<file path="src/rtl/flow_arb_pkg.sv">
// Shared types and constants for the flow arbiter: command layout, FSM states,
// and small helpers used by both RTL and bench.
package flow_arb_pkg;

  localparam int unsigned CMD_W       = 131;
  localparam int unsigned SIZE_LSB    = 120;
  localparam int unsigned DMAC_LSB    = 72;
  localparam int unsigned SMAC_LSB    = 24;
  localparam int unsigned ETYPE_LSB   = 8;
  localparam int unsigned PAYLOAD_LSB = 0;
  localparam int unsigned CNT_W       = 8;

  typedef enum logic [1:0] {
    IDLE  = 2'd0,
    GRANT = 2'd1,
    HOLD  = 2'd2
  } state_e;

  typedef struct packed {
    logic [10:0] size;
    logic [47:0] d_mac;
    logic [47:0] s_mac;
    logic [15:0] ethertype;
    logic [7:0]  payload;
  } cmd_t;

  function automatic int unsigned flow_width(input int unsigned n);
    return (n > 1) ? $clog2(n) : 1;
  endfunction

  // Builds a flat command word from its fields using the documented offsets
  function automatic logic [CMD_W-1:0] pack_cmd(input logic [10:0] size,
                                                input logic [47:0] d_mac,
                                                input logic [47:0] s_mac,
                                                input logic [15:0] ethertype,
                                                input logic [7:0]  payload);
    logic [CMD_W-1:0] v;
    v                       = '0;
    v[SIZE_LSB    +: 11]    = size;
    v[DMAC_LSB    +: 48]    = d_mac;
    v[SMAC_LSB    +: 48]    = s_mac;
    v[ETYPE_LSB   +: 16]    = ethertype;
    v[PAYLOAD_LSB +: 8]     = payload;
    return v;
  endfunction

endpackage

</file>
<file path="src/rtl/flow_arb_if.sv">
// Bundle between the flow managers and the arbiter; master is the arbiter side.
interface flow_arb_if
  import flow_arb_pkg::*;
#(
  parameter int unsigned N_FLOWS = 4
);
  localparam int unsigned FLOW_WIDTH = flow_width(N_FLOWS);

  logic [N_FLOWS-1:0]       req;
  logic [N_FLOWS-1:0]       ack;
  logic [N_FLOWS-1:0]       grant;
  logic                     fifo_wr_ready;
  logic [N_FLOWS*CMD_W-1:0] cmd_in;
  logic [CMD_W-1:0]         cmd_out;
  logic                     cmd_valid;
  logic [FLOW_WIDTH-1:0]    grant_id;
  logic                     busy;
  logic                     timeout_err;

  modport master (
    input  req, ack, fifo_wr_ready, cmd_in,
    output grant, cmd_out, cmd_valid, grant_id, busy, timeout_err
  );

  modport slave (
    output req, ack, fifo_wr_ready, cmd_in,
    input  grant, cmd_out, cmd_valid, grant_id, busy, timeout_err
  );

endinterface

</file>
<file path="src/rtl/flow_arbiter_rr_select.sv">
// Combinational round-robin pick: rotate requests so ptr is bit 0, take the
// lowest set bit, then rotate the index back.
module flow_arbiter_rr_select #(
  parameter int unsigned N = 4,
  parameter int unsigned W = 2
) (
  input  logic [N-1:0] req_i,
  input  logic [W-1:0] ptr_i,
  output logic [W-1:0] winner_o,
  output logic         any_valid_o
);

  logic [2*N-1:0] req_dbl;
  logic [N-1:0]   rot;
  logic [W-1:0]   rot_idx;
  logic [W:0]     sum;

  always_comb begin
    req_dbl = {req_i, req_i};
    rot     = N'(req_dbl >> ptr_i);
    rot_idx = '0;
    for (int i = N - 1; i >= 0; i--) begin
      if (rot[i]) rot_idx = W'(i);
    end
    sum = {1'b0, rot_idx} + {1'b0, ptr_i};
    if (sum >= (W+1)'(N)) sum = sum - (W+1)'(N);
    winner_o    = sum[W-1:0];
    any_valid_o = |req_i;
  end

endmodule

</file>
<file path="src/rtl/flow_arbiter.sv">
// Round-robin arbiter sharing the command-FIFO write port among N_FLOWS flow
// managers: one-cycle grant, then the winner's command is registered out.
module flow_arbiter
  import flow_arb_pkg::*;
#(
  parameter int unsigned N_FLOWS     = 4,
  parameter int unsigned ACK_TIMEOUT = 15
) (
  input  logic      clk,
  input  logic      rst,
  flow_arb_if.master bus
);

  localparam int unsigned FLOW_WIDTH = flow_width(N_FLOWS);

  state_e                 state_q, state_d;
  logic [FLOW_WIDTH-1:0]  rr_ptr_q, rr_ptr_d;
  logic [FLOW_WIDTH-1:0]  grant_id_q, grant_id_d;
  logic [N_FLOWS-1:0]     grant_q, grant_d;
  cmd_t                   cmd_out_q, cmd_out_d;
  logic                   cmd_valid_q, cmd_valid_d;
  logic                   timeout_err_q, timeout_err_d;
  logic [CNT_W-1:0]       cnt_q, cnt_d;

  logic [FLOW_WIDTH-1:0]  winner;
  logic                   any_valid;
  cmd_t                   cmd_sel;
  logic                   ack_sel;

  flow_arbiter_rr_select #(
    .N (N_FLOWS),
    .W (FLOW_WIDTH)
  ) u_rr_select (
    .req_i       (bus.req),
    .ptr_i       (rr_ptr_q),
    .winner_o    (winner),
    .any_valid_o (any_valid)
  );

  // Command and ack of the currently granted flow
  always_comb begin
    cmd_sel = '0;
    ack_sel = 1'b0;
    for (int i = 0; i < N_FLOWS; i++) begin
      if (grant_id_q == FLOW_WIDTH'(i)) begin
        cmd_sel = cmd_t'(bus.cmd_in[i*CMD_W +: CMD_W]);
        ack_sel = bus.ack[i];
      end
    end
  end

  always_comb begin
    state_d       = state_q;
    rr_ptr_d      = rr_ptr_q;
    grant_id_d    = grant_id_q;
    grant_d       = '0;
    cmd_out_d     = cmd_out_q;
    cmd_valid_d   = 1'b0;
    timeout_err_d = timeout_err_q;
    cnt_d         = cnt_q;

    case (state_q)
      IDLE: begin
        if (bus.fifo_wr_ready && any_valid) begin
          grant_d    = N_FLOWS'(1) << winner;
          grant_id_d = winner;
          rr_ptr_d   = (winner == FLOW_WIDTH'(N_FLOWS - 1)) ? '0
                                                             : winner + FLOW_WIDTH'(1);
          state_d    = GRANT;
        end
      end
      // Mirrors the flow's registered write-enable: grant && fifo_wr_ready
      GRANT: begin
        cmd_out_d   = cmd_sel;
        cmd_valid_d = bus.fifo_wr_ready;
        cnt_d       = '0;
        state_d     = HOLD;
      end
      HOLD: begin
        if (ack_sel) begin
          cnt_d   = '0;
          state_d = IDLE;
        end else if (cnt_q == CNT_W'(ACK_TIMEOUT - 1)) begin
          cnt_d         = '0;
          timeout_err_d = 1'b1;
          state_d       = IDLE;
        end else begin
          cnt_d = cnt_q + CNT_W'(1);
        end
      end
      default: state_d = IDLE;
    endcase
  end

  always_ff @(posedge clk or posedge rst) begin
    if (rst) begin
      state_q       <= IDLE;
      rr_ptr_q      <= '0;
      grant_id_q    <= '0;
      grant_q       <= '0;
      cmd_out_q     <= '0;
      cmd_valid_q   <= 1'b0;
      timeout_err_q <= 1'b0;
      cnt_q         <= '0;
    end else begin
      state_q       <= state_d;
      rr_ptr_q      <= rr_ptr_d;
      grant_id_q    <= grant_id_d;
      grant_q       <= grant_d;
      cmd_out_q     <= cmd_out_d;
      cmd_valid_q   <= cmd_valid_d;
      timeout_err_q <= timeout_err_d;
      cnt_q         <= cnt_d;
    end
  end

  assign bus.grant       = grant_q;
  assign bus.cmd_out     = cmd_out_q;
  assign bus.cmd_valid   = cmd_valid_q;
  assign bus.grant_id    = grant_id_q;
  assign bus.busy        = (state_q != IDLE);
  assign bus.timeout_err = timeout_err_q;

endmodule

</file>
<file path="src/flat_wrapper.sv">
// flat-port wrapper written by rule: the top's interface ports become plain ports
module flow_arbiter_flat import flow_arb_pkg::*;
#(
  parameter int unsigned N_FLOWS     = 4,
  parameter int unsigned ACK_TIMEOUT = 15
)
  (clk, rst, bus_req, bus_ack, bus_fifo_wr_ready, bus_cmd_in, bus_grant, bus_cmd_out, bus_cmd_valid, bus_grant_id, bus_busy, bus_timeout_err);
  flow_arb_if #(.N_FLOWS(N_FLOWS)) bus_i ();
  input  logic clk;
  input  logic rst;
  input wire logic [$bits(bus_i.req)-1:0] bus_req;
  input wire logic [$bits(bus_i.ack)-1:0] bus_ack;
  input wire logic [$bits(bus_i.fifo_wr_ready)-1:0] bus_fifo_wr_ready;
  input wire logic [$bits(bus_i.cmd_in)-1:0] bus_cmd_in;
  output wire logic [$bits(bus_i.grant)-1:0] bus_grant;
  output wire logic [$bits(bus_i.cmd_out)-1:0] bus_cmd_out;
  output wire logic [$bits(bus_i.cmd_valid)-1:0] bus_cmd_valid;
  output wire logic [$bits(bus_i.grant_id)-1:0] bus_grant_id;
  output wire logic [$bits(bus_i.busy)-1:0] bus_busy;
  output wire logic [$bits(bus_i.timeout_err)-1:0] bus_timeout_err;
  assign bus_i.req = bus_req;
  assign bus_i.ack = bus_ack;
  assign bus_i.fifo_wr_ready = bus_fifo_wr_ready;
  assign bus_i.cmd_in = bus_cmd_in;
  assign bus_grant = bus_i.grant;
  assign bus_cmd_out = bus_i.cmd_out;
  assign bus_cmd_valid = bus_i.cmd_valid;
  assign bus_grant_id = bus_i.grant_id;
  assign bus_busy = bus_i.busy;
  assign bus_timeout_err = bus_i.timeout_err;
  flow_arbiter #(.N_FLOWS(N_FLOWS), .ACK_TIMEOUT(ACK_TIMEOUT)) u_core (.clk(clk), .rst(rst), .bus(bus_i));
endmodule
</file>
<file path="config.mk">
export PLATFORM = sky130hd
export DESIGN_NAME = flow_arbiter_flat
export DESIGN_NICKNAME = d
export VERILOG_FILES = /design/src/rtl/flow_arb_pkg.sv /design/src/rtl/flow_arb_if.sv /design/src/rtl/flow_arbiter_rr_select.sv /design/src/rtl/flow_arbiter.sv /design/src/flat_wrapper.sv
export SDC_FILE = /design/constraint.sdc
export NUM_CORES = 1
export LEC_CHECK = 0
export BUFFER_PORTS_ARGS = -buffer_cell sky130_fd_sc_hd__buf_2
export CORE_AREA = 3 3 260 262
export DETAILED_ROUTE_END_ITERATION = 7
export DIE_AREA = 0 0 263 265
export GPL_TIMING_DRIVEN = 0
export PLACE_DENSITY_LB_ADDON = 0.2
export REMOVE_ABC_BUFFERS = 1
export SETUP_SLACK_MARGIN = 0.1
export SYNTH_ARGS = -nofsm -noshare
export SYNTH_HDL_FRONTEND = slang
export SYNTH_SLANG_ARGS = --single-unit
</file>
<file path="constraint.sdc">
create_clock -name clk -period 5.1 [get_ports clk]
set_clock_uncertainty 0.1 [all_clocks]
set_input_delay 0 -clock clk [delete_from_list [all_inputs] [get_ports clk]]
set_output_delay 0 -clock clk [all_outputs]
set_load 0.1 [all_outputs]
</file>
==> summary.txt, run 1 <==
Critical path
  • Worst r2r src: u_core.bus.grant_id[0]
  • Worst-path cell chain: buf_12 > buf_16 > mux4_2 > dlygate4sd3_1 > mux2_2
  • CP peak stage delay: between 0.7 and 0.8 ns
  • Worst path required time: 5.34 ns
  • Critical path class: register to register
  • Arrival time worst endpoint: 3.33 ns
  • Worst-path maximum fanout: 48
  • Crit start category: register
  • Slowest library cell on the worst path: dfrtp_4
  • CP Capture Type: register
  • Buf/Inv on CP: 3
  • Worst path top cell family by delay: buffers and inverters
  • Crit path launch: u_core.bus.grant_id[0]

Status
  • Run status: finished clean

Die
  • Core box area: ~66000 um2
  • Die Area: 69700 um2
  • Initial core utilization: 13.9%
  • Height of the die: 265 um
  • FP Rows: 94
  • Die width: about 260 um
  • I/O pin count: 675

Clock network
  • Clk Latency, worst-skew pair: around 0.45 ns
  • CTS tree: done
  • Num CTS Buffers: 17
  • Total setup buffers inserted after CTS: 0
  • Clock Sinks: 151
  • H-tree levels: 4
  • CTS root buffer: clkbuf_16
  • Max clock buf depth: 2
  • Clock slew at reported path FFs: 0.07 ns

Final layout
  • Non-Filler Instances: 2365
  • Number of diodes: 0
  • Layout Nets: 2031
  • Synth-to-layout area growth: 85.1%
  • Final Util: 25.7%
  • Multi-input logic area: 5110 um2
  • Fin area: 16900 um2
  • Layout cell share with drive strength beyond 1: 65.5%
  • Fillers: 7031
  • Register area: 3790 um2

STA
  • Crit share post-route: about three fifths
  • Peak Freq: 324 MHz
  • Worst slew margin: 54.4%
  • Worst slew pin tran: ~0.7 ns
  • Count of final setup violators: 0
  • Fin. Hold Viols: 0
  • Final worst path period need: 3.09 ns
  • Final WS setup: 2.01 ns
  • Max Slew Vio Count: 0
  • WHS: 0.00473 ns
  • RSZ-0062 raised after global routing: false
  • Post-route setup TNS: 0 ns

Pwr
  • Switching Share: 54.8%
  • Comb pwr share: 72.7%
  • Maximum vdd drop: 0.375 mV
  • P_leak: 7.59 nW
  • P_int: 5.70 mW
  • NetSw: 6.90 mW
  • Tot Pwr: roughly 13 mW
  • Sequential power share: 17.0%
  • Clock share of power: 10.3%
  • PD cells: 745 nW/um2

Place
  • Cell count after placement: 2064
  • PortBufs: 674
  • Dpl cell area: 13600 um2
  • GP Congestion: 0.935
  • Setup WS pre-CTS: 2.25 ns
  • Hpwl dp: 32600 um

Global route
  • Global route overflow: 0
  • Largest net degree at the start of global routing: 83
  • Tot GR Track Use: 11.4%
  • Global-route wire length before repair: 60600 um
  • Initial antenna violation count: 2
  • Vias in the first global route: 10200

Detailed routing
  • First drt pass iteration count: 4
  • Antenna Nets Post-Route: 0
  • WL/cell: 16.9 um
  • Number of vias in the routed layout: 9098
  • Initial drt markers: 313
  • DR DRC count: 0
  • WL final: approximately 40000 um
  • Vias per cell: 3.85

Synthesis
  • Synth async-reset ratio: 100%
  • Top cells by count, synth: 151 x dfrtp_1, 133 x mux2_2, 132 x mux4_2
  • Mean Syn Cell Area: 16.1 um2
  • Flop and latch count out of synthesis: 151
  • Sequential share of the synthesized area: 41.4%
  • Synth top area share: 41.4%
  • Cell area after synthesis: 9130 um2
  • Main area contributors after synthesis: dfrtp_1 41%, mux4_2 33%, mux2_2 16%, clkbuf_1 1.2%, ha_1 1.1%
  • Ys flop type: dfrtp_1
  • Synth cell types: 44
  • Yosys top cell by area: dfrtp_1
  • Synth Warn #: 0
  • EDFF count, synth: 0
  • Mapped Cells: around 570
  • Count leader, synth: dfrtp_1

Flow run
  • MaxCap Viol Count: 0

Worst hold path
  • Worst hold path class: input pin to asynchronous set/reset pin
## path summary, 6_finish.rpt
check | end | cells past startpoint | slack [ns]
min in group clk | u_core.bus.grant[3] | 3 | 0.07
worst min-delay path | u_core.bus.cmd_out[33] | 3 | 0.005
worst max register to register | u_core.bus.cmd_out[84] | 5 | 2.01
worst max-delay path | u_core.bus.cmd_out[84] | 5 | 2.01
max in group asynchronous | u_core.bus.grant_id[1] | 4 | 3.96
worst min register to register | u_core.bus.timeout_err | 1 | 0.39
## tightest hold or removal path: stages
cell,delay (ns)
dlygate4sd3_1,0.54
buf_2,0.15
inv_8,0.32
## power groups by stage
stage | clock network, mW | registers [mW] | logic, mW
after floorplan | 0 | 6.50 | 2.75
after global placement | 0 | 2.53 | 8.29
after detailed placement | 0 | 2.18 | 8.41
after CTS | 1.39 | 2.16 | 9.29
after global routing | 1.43 | 2.24 | 9.57
final | 1.29 | 2.14 | 9.16
## repair_timing
action | in CTS | in global routing
hold buffers | 269 | 0
resized for setup | 0 | 0
endpoints found under the hold margin | 240 | 0
setup endpoints to repair | 0 | 0
## per-layer routing
metal  vias up  track usage (%)  wire [um]
met5         -                0         12
met4         2             5.01       1350
met3        60             3.29       2710
met2       367             20.0      20800
met1      4524             12.7      15200
li1       4145                -          -
## flip-flops by register name (all words and copies together), names as in the netlist
register / count
u_core.bus.cmd_out: 131
u_core.cnt_q: 8
u_core.bus.grant: 4
u_core.bus.grant_id: 2
u_core.rr_ptr_q: 2
u_core.state_q: 2
u_core.bus.cmd_valid: 1
u_core.bus.timeout_err: 1
## logic make-up (layout without fill, tap and decap cells)
kind of cell,count (synthesis),after routing,synth area share (%)
flops,151,151,41.4
xor+xnor,1,1,0.0959
fa+ha+maj,8,8,1.10
buf+inv,59,994,2.73
simple gates,50,50,3.25
compound gates,30,30,2.26
mux,267,267,49.2
## final cells by class
type / count / area share, %
Clock buffer: 19 / 2.62
Sequential cell: 151 / 22.4
Tap cell: 864 / 6.40
Timing Repair Buffer: 951 / 37.2
Multi-Input combinational cell: 356 / 30.3
Clock inverter: 13 / 0.859
Inverter: 11 / 0.289
## cells in the final DEF, fill, tap and decap left out, drive strengths merged, types with 2 or more instances in the layout
cell type    instances
nand4                3
mux4               132
o31ai                2
nand3                4
ha                   8
nor2                 5
mux2i                2
bufinv               2
a31oi                2
nor3b                2
clkinvlp             3
or3                  2
o22ai                3
dlygate4sd3        269
o21ai                5
and4                 2
clkinv               5
nand2b               8
o21bai               2
inv                 14
clkbuf              19
nor3                 4
nor2b                3
buf                682
and3b                2
mux2               133
o211ai               2
nand2                9
a21oi                6
dfrtp              151
(Power assumes the default switching activity.)
==> inputs of run 2 (changes only) <==
Clock period 5.1 ns to 3 ns, I/O delays scaled along.
==> summary.txt, run 2 (synthesis gave the netlist of run 1 again) <==
Status
  • Run status: finished clean

Clock network
  • Max clock buf depth: 2
  • Clock slew at reported path FFs: 0.07 ns
  • H-tree levels: 4
  • Clock Sinks: 151
  • Clk Latency, worst-skew pair: between 0.4 and 0.5 ns
  • CTS root buffer: clkbuf_16
  • Num CTS Buffers: 17
  • CTS tree: done

Final layout
  • Commonest non-fill, non-tap cells in the layout: 674 x buf_2, 363 x dlygate4sd3_1, 149 x dfrtp_1
  • Layout cell share with drive strength beyond 1: approximately three fifths
  • Leading cell type in the layout, fill and taps excluded: buf_2
  • Non-Filler Instances: 2461
  • Largest register FFs: 131
  • Final Util: 27.2%
  • Synth-to-layout area growth: 95.7%
  • Layout Nets: 2126

Worst hold path
  • Worst hold path class: input pin to asynchronous set/reset pin

Place
  • Cell count after placement: around 2100
  • GP Congestion: about 0.94
  • Hpwl dp: 32600 um
  • PortBufs: 674
  • Setup WS pre-CTS: 0.152 ns

Critical path
  • Worst path required time: 3.24 ns
  • Critical path class: register to register
  • Arrival time worst endpoint: 2.97 ns
  • Worst r2r dst: u_core.bus.cmd_out[108]
  • Worst-path maximum fanout: 43
  • R2r setup slk: approximately 0.27 ns
  • R2R depth: 4
  • Worst r2r src: u_core.bus.grant_id[0]
  • Slowest library cell on the worst path: dfrtp_4
  • CP Capture Type: register
  • Buf/Inv on CP: 2
  • Worst path top cell family by delay: buffers and inverters
  • Worst-path cell chain: buf_16 > mux4_2 > dlygate4sd3_1 > mux2_2
  • Crit start category: register
  • CP peak stage delay: 0.64 ns

Global route
  • Vias in the first global route: 10900
  • Initial antenna violation count: 3
  • Tot GR Track Use: a little under an eighth
  • Global route overflow: 0
  • Global-route wire length before repair: 64100 um
  • Largest net degree at the start of global routing: 83

Detailed routing
  • WL final: about 42000 um
  • Highest Signal Layer: met5
  • Vias per cell: 3.91
  • Metal3 WL: 2810 um
  • Number of vias in the routed layout: roughly 9600
  • M1 WL: around 16000 um
  • WL/cell: 17.2 um
  • First drt pass iteration count: 6
  • Initial drt markers: 368
  • DR DRC count: 0
  • Routed length on met2: 22200 um
  • Antenna Nets Post-Route: 0

STA
  • Worst slew margin: a little over half
  • Final WS setup: 0.274 ns
  • RSZ-0062 raised after global routing: false
  • Fin. Hold Viols: 0
  • Final worst path period need: 2.73 ns
  • Worst slew pin tran: 0.705 ns
  • Crit share post-route: 90.9%
  • Peak Freq: 367 MHz
  • Count of final setup violators: 0
  • Post-route setup TNS: 0 ns
  • Max Slew Vio Count: 0

Pwr
  • Clock share of power: 10.4%
  • Maximum vdd drop: 0.637 mV
  • PD cells: 1190 nW/um2
  • Sequential power share: 17.1%
  • Switching Share: between 50% and 60%
  • NetSw: 11.8 mW
  • P_int: 9.42 mW
  • P_leak: 7.99 nW
  • Comb pwr share: 72.5%

Die
  • Height of the die: 265 um
  • Die Area: 69700 um2
  • Die width: 263 um
  • Initial core utilization: between 10 and 15%
  • I/O pin count: 675
  • Core box area: about 66000 um2
  • FP Rows: 94

Flow run
  • MaxCap Viol Count: 0
==> run 2: stage by stage <==
stage                     hold slack [ns]  instance area, um2  power [mW]
after CTS                        0.000492               17800        21.5
after floorplan                    0.0342                8920        14.8
after global routing               0.0147               17900        22.2
after detailed placement          -0.0154               13600        18.0
after global placement              0.152               13400        16.6
final                             0.00405               17900        21.2
==> run 2: repair_timing <==
item / in CTS / in global routing
endpoints found under the hold margin: 240 / 0
hold buffers: 363 / 0
buffers inserted: 0 / 1
resized for setup: 0 / 0
setup endpoints to repair: 0 / 31
==> run 2: final cells by class <==
type / instances / area [um2]
fill: 6938 / 47800
sequential: 151 / 3790
antenna: 1 / 2.50
clock buffer: 19 / 443
tap: 864 / 1080
inverter: 11 / 48.8
timing repair buffer: 1046 / 7250
clock inverter: 13 / 145
multi-input combinational: 356 / 5110
==> run 2: layer usage <==
metal  up-vias  global-route usage (%)
met2       456                    21.3
met5         -                       0
met3       101                    3.48
li1       4331                       -
met4         2                    5.86
met1      4722                    13.0
==> run 2: how the worst max path moves through the flow <==
stage	start	endpoint	depth (start not counted)
after floorplan	u_core.bus.grant_id[0]	u_core.cnt_q[3]	4
after global placement	u_core.bus.grant_id[0]	u_core.cnt_q[2]	4
after detailed placement	u_core.bus.grant_id[0]	u_core.cnt_q[6]	5
after CTS	u_core.bus.grant_id[0]	u_core.bus.cmd_out[108]	4
after global routing	u_core.bus.grant_id[0]	u_core.bus.cmd_out[113]	4
final	u_core.bus.grant_id[0]	u_core.bus.cmd_out[108]	4
==> run 2: power groups by stage <==
stage               Combinational (mW)  Clock [mW]  Sequential (mW)
detailed placement                14.3           0             3.70
global placement                  12.6           0             4.00
CTS                               15.5        2.35             3.67
finish                            15.4        2.21             3.61
global route                      16.0        2.43             3.77
floorplan                         3.98           0             10.8
==> run 2: worst reg2reg max path: cells and delay by family (launching register included) <==
kind / cells / cell delay (ns)
multiplexers: 2 / 0.92
buffers and inverters: 2 / 0.95
flip-flops: 1 / 0.64
==> inputs of run 3 (changes only) <==
Settings changed: CORE_AREA 3 3 260 262 to 3 3 261 263, DIE_AREA 0 0 263 265 to 0 0 264 266, SYNTH_HIERARCHICAL set to 1.
==> summary.txt, run 3 <==
Status
  • Run status: did not finish
  • Halt Stage: clock tree synthesis (4_1_cts)
  • Run Error: [ERROR RSZ-0060] Max buffer count reached.

Synthesis
  • Multiplexer share of the synthesized area: 48.6%
  • XOR/XNOR Fraction of Synth Area: 0.380%
  • Top cells by count, synth: 151 x dfrtp_1, 134 x mux2_2, 131 x mux4_2
  • Post-Synth Simple-Gate Area: 3.12%
  • EDFF count, synth: 0
  • Synth Warn #: 6
  • Ys flop type: dfrtp_1
  • Main area contributors after synthesis: dfrtp_1 41%, mux4_2 32%, mux2_2 16%, ha_1 1.5%, buf_6 1.2%
  • Sequential share of the synthesized area: between 40% and 50%
  • Synth Area in Compound Gates: 1.89%
  • Cell area after synthesis: 9220 um2
  • Synth async-reset ratio: 100%
  • Flop and latch count out of synthesis: 151
  • Yosys top cell by area: dfrtp_1
  • Largest family of logic cells by synthesized area: multiplexers
  • Count leader, synth: dfrtp_1
  • Synth cell types: 39
  • Synth top area share: 41.0%
  • Post-Synth Adder-Cell Area: about 1.5%
  • Mapped Cells: 572
  • Mean Syn Cell Area: about 16 um2

Place
  • PortBufs: 674
  • GP Congestion: between 0.8 and 0.9
  • Setup WS pre-CTS: 0.337 ns
  • Hpwl dp: 30800 um
  • Dpl cell area: 13600 um2

Clock network
  • H-tree levels: 4
  • Hold buffer count at cts: 421
  • CTS root buffer: clkbuf_16
  • Num CTS Buffers: 17
  • Clock Sinks: 151
  • Max clock buf depth: 2
  • Total setup buffers inserted after CTS: 0
  • Post-cts sizing count: 0

Die
  • I/O pin count: 675
  • Initial core utilization: 14.0%
  • Height of the die: ~270 um
  • Die width: between 200 and 300 um
  • FP Rows: between 90 and 100
run 3: cell types whose count changed after synthesis, moves of 2 or more:
cell / delta
clkbuf_1: -11
buf_6: +9
nand2_1: +8
and3b_1: -2
nor2_1: +2
xnor2_1: +2
ha_1: +3
and4_1: -2
and2_1: +4
inv_1: +2
nor2b_1: -2
o21bai_1: -2
run 3: logic make-up after synthesis:
| logic type | Yosys count |
|---|---|
| muxes | 267 |
| DFF | 151 |
| buffers and inverters | 61 |
| and+or+nand+nor | 56 |
| AOI/OAI and AO/OA | 22 |
| adders and majority gates | 11 |
| xor gates and xnor gates | 4 |
run 3: per-stage QoR:
step	util (%)	cells
after floorplan	-	524
after global placement	20.3	2062
after detailed placement	20.7	2069
==> inputs of run 4 (changes only) <==
Settings changed: PLACE_DENSITY_LB_ADDON 0.2 to 0.15, SETUP_SLACK_MARGIN 0.1 to unset.
==> summary.txt, run 4 <==
Flow run
  • MaxCap Viol Count: 0

Critical path
  • CP endpoint: u_core/bus.cmd_out[37]
  • Critical path class: register to register
  • CP Capture Type: register
  • R2r setup slk: 0.27 ns
  • Arrival time worst endpoint: 2.98 ns
  • Worst-path maximum fanout: 47
  • Worst r2r dst: u_core/bus.cmd_out[37]
  • Worst path required time: 3.25 ns
  • Worst r2r src: u_core/bus.grant_id[0]
  • Crit path launch: u_core/bus.grant_id[0]
  • Crit start category: register
  • R2R depth: 5

Place
  • GP Congestion: ~0.84
  • PortBufs: 674
  • Hpwl dp: 30900 um
  • Cell count after placement: 2070

Die
  • Die Area: 70200 um2
  • Initial core utilization: 14.0%
  • Height of the die: 266 um
  • I/O pin count: approximately 680
  • Core box area: 65900 um2
  • FP Rows: 94
  • Die width: 264 um

Synthesis
  • Top cells by count, synth: 151 x dfrtp_1, 134 x mux2_2, 131 x mux4_2
  • Cell area after synthesis: 9220 um2
  • Ys flop type: dfrtp_1
  • Sequential share of the synthesized area: 41.0%
  • Mapped Cells: 572
  • Synth async-reset ratio: 100%
  • Main area contributors after synthesis: dfrtp_1 41%, mux4_2 32%, mux2_2 16%, ha_1 1.5%, buf_6 1.2%
  • Synth top area share: 41.0%
  • Mean Syn Cell Area: between 15 and 20 um2
  • EDFF count, synth: 0
  • Synth Warn #: 6
  • Count leader, synth: dfrtp_1
  • Synth cell types: 39
  • Flop and latch count out of synthesis: 151
  • Yosys top cell by area: dfrtp_1

Detailed routing
  • First drt pass iteration count: 4
  • Number of vias in the routed layout: 9347
  • DR DRC count: 0
  • Vias per cell: 3.82
  • WL/cell: approximately 17 um
  • Initial drt markers: roughly 340
  • WL final: 40600 um
  • Antenna Nets Post-Route: 0

Pwr
  • Switching Share: 55.2%
  • P_leak: 7.87 nW
  • Sequential power share: 17.0%
  • Clock share of power: roughly an eighth
  • Comb pwr share: between 70 and 80%
  • P_int: roughly 9.4 mW
  • PD cells: 1190 nW/um2
  • Tot Pwr: 21.0 mW
  • Maximum vdd drop: 0.582 mV
  • NetSw: 11.6 mW

Global route
  • Tot GR Track Use: roughly 11%
  • Largest net degree at the start of global routing: 85
  • Initial antenna violation count: 3
  • Global-route wire length before repair: 60800 um
  • Global route overflow: 0
  • Vias in the first global route: slightly above 10000

Worst hold path
  • Worst hold path class: input pin to asynchronous set/reset pin

Status
  • Run status: finished clean

Final layout
  • Synth-to-layout area growth: 92.1%
  • Non-Filler Instances: between 2000 and 2500
  • Layout cell share with drive strength beyond 1: 62.4%
  • Largest register FFs: around 130
  • Layout Nets: approximately 2100
  • Commonest non-fill, non-tap cells in the layout: 674 x buf_2, 340 x dlygate4sd3_1, 149 x dfrtp_1
  • Leading cell type in the layout, fill and taps excluded: buf_2

Clock network
  • Max clock buf depth: 2
  • Num CTS Buffers: 17
  • CTS root buffer: clkbuf_16
  • CTS tree: done
  • Clock Sinks: 151
  • Clock slew at reported path FFs: 0.07 ns
  • H-tree levels: 4
  • Clk Latency, worst-skew pair: 0.47 ns

STA
  • Count of final setup violators: 0
  • Fin. Hold Viols: 0
  • Post-route setup TNS: 0 ns
  • Final worst path period need: 2.73 ns
  • Worst slew margin: 58.3%
  • Crit share post-route: 91.0%
  • RSZ-0062 raised after global routing: false
  • Max Slew Vio Count: 0
  • Peak Freq: 366 MHz
  • Worst slew pin tran: about 0.63 ns
[run 4: cell counts after synthesis]
No cell type changed its count.
[run 4: cell type report]
type | instances | area [um2]
antenna | 3 | 7.51
clock buffer | 20 | 447
clock inverter | 11 | 198
fill | 6871 | 48100
inverter | 13 | 56.3
multi-input combinational | 360 | 5130
sequential | 151 | 3790
tap | 864 | 1080
timing repair buffer | 1023 | 7020
[run 4: per-layer routing]
metal,wire [um],track usage (%),share of wire [%]
met2,21400,20.2,53
met3,2590,3.02,6.4
met1,15000,12.3,37
met4,1580,5.65,3.9
met5,0,0,0
[run 4: worst min path at each step]
stage	startpoint	end	slack, ns	depth (start not counted)
finish	rst	u_core/bus.cmd_out[88]	0.03	3
global route	rst	u_core/bus.cmd_out[119]	0.05	3
CTS	bus_ack[3]	u_core/cnt_q[4]	0.002	5
detailed placement	rst	u_core/bus.cmd_out[73]	0.008	2
global placement	bus_fifo_wr_ready	u_core/bus.cmd_valid	0.16	2
floorplan	bus_fifo_wr_ready	u_core/bus.cmd_valid	0.03	1
[run 4: logic make-up after synthesis]
logic type                 count (synthesis)  synth area share (%)
muxes                                    267                  48.6
AOI/OAI and AO/OA                         22                  1.89
adders and majority gates                 11                  1.49
and+or+nand+nor                           56                  3.12
xor gates and xnor gates                   4                 0.380
DFF                                      151                  41.0
buffers and inverters                     61                  3.57
[run 4: repair_timing]
action                                  CTS  global route
buffers inserted                          0             1
endpoints found under the hold margin   251             0
endpoints found under the setup margin    0             9
hold buffers                            340             0
gates resized for setup                   0             0
[run 4: through the flow]
stage               hold WS, ns  setup slack, ns  util [%]  instance area [um2]
global route             0.0477            0.114      26.9                17700
floorplan                0.0342            -4.22         -                 8940
CTS                     0.00200          0.00862      26.9                17700
finish                   0.0319            0.271      26.9                17700
global placement          0.157            -5.50      20.3                13400
detailed placement      0.00779            0.477      20.7                13600
[run 4: power groups by stage]
stage / sequential, mW / combinational, mW / clock, mW
floorplan: 10.8 / 3.95 / 0
global placement: 3.99 / 12.7 / 0
detailed placement: 3.66 / 14.0 / 0
CTS: 3.63 / 15.1 / 2.62
global route: 3.72 / 15.7 / 2.67
finish: 3.56 / 15.0 / 2.45
[run 4: worst max-delay path: stages (launching register included)]
cell           delay (ns)
dfrtp_4              0.47
buf_16               0.25
buf_16               0.33
mux4_2               0.56
dlygate4sd3_1        0.57
mux2_2               0.26
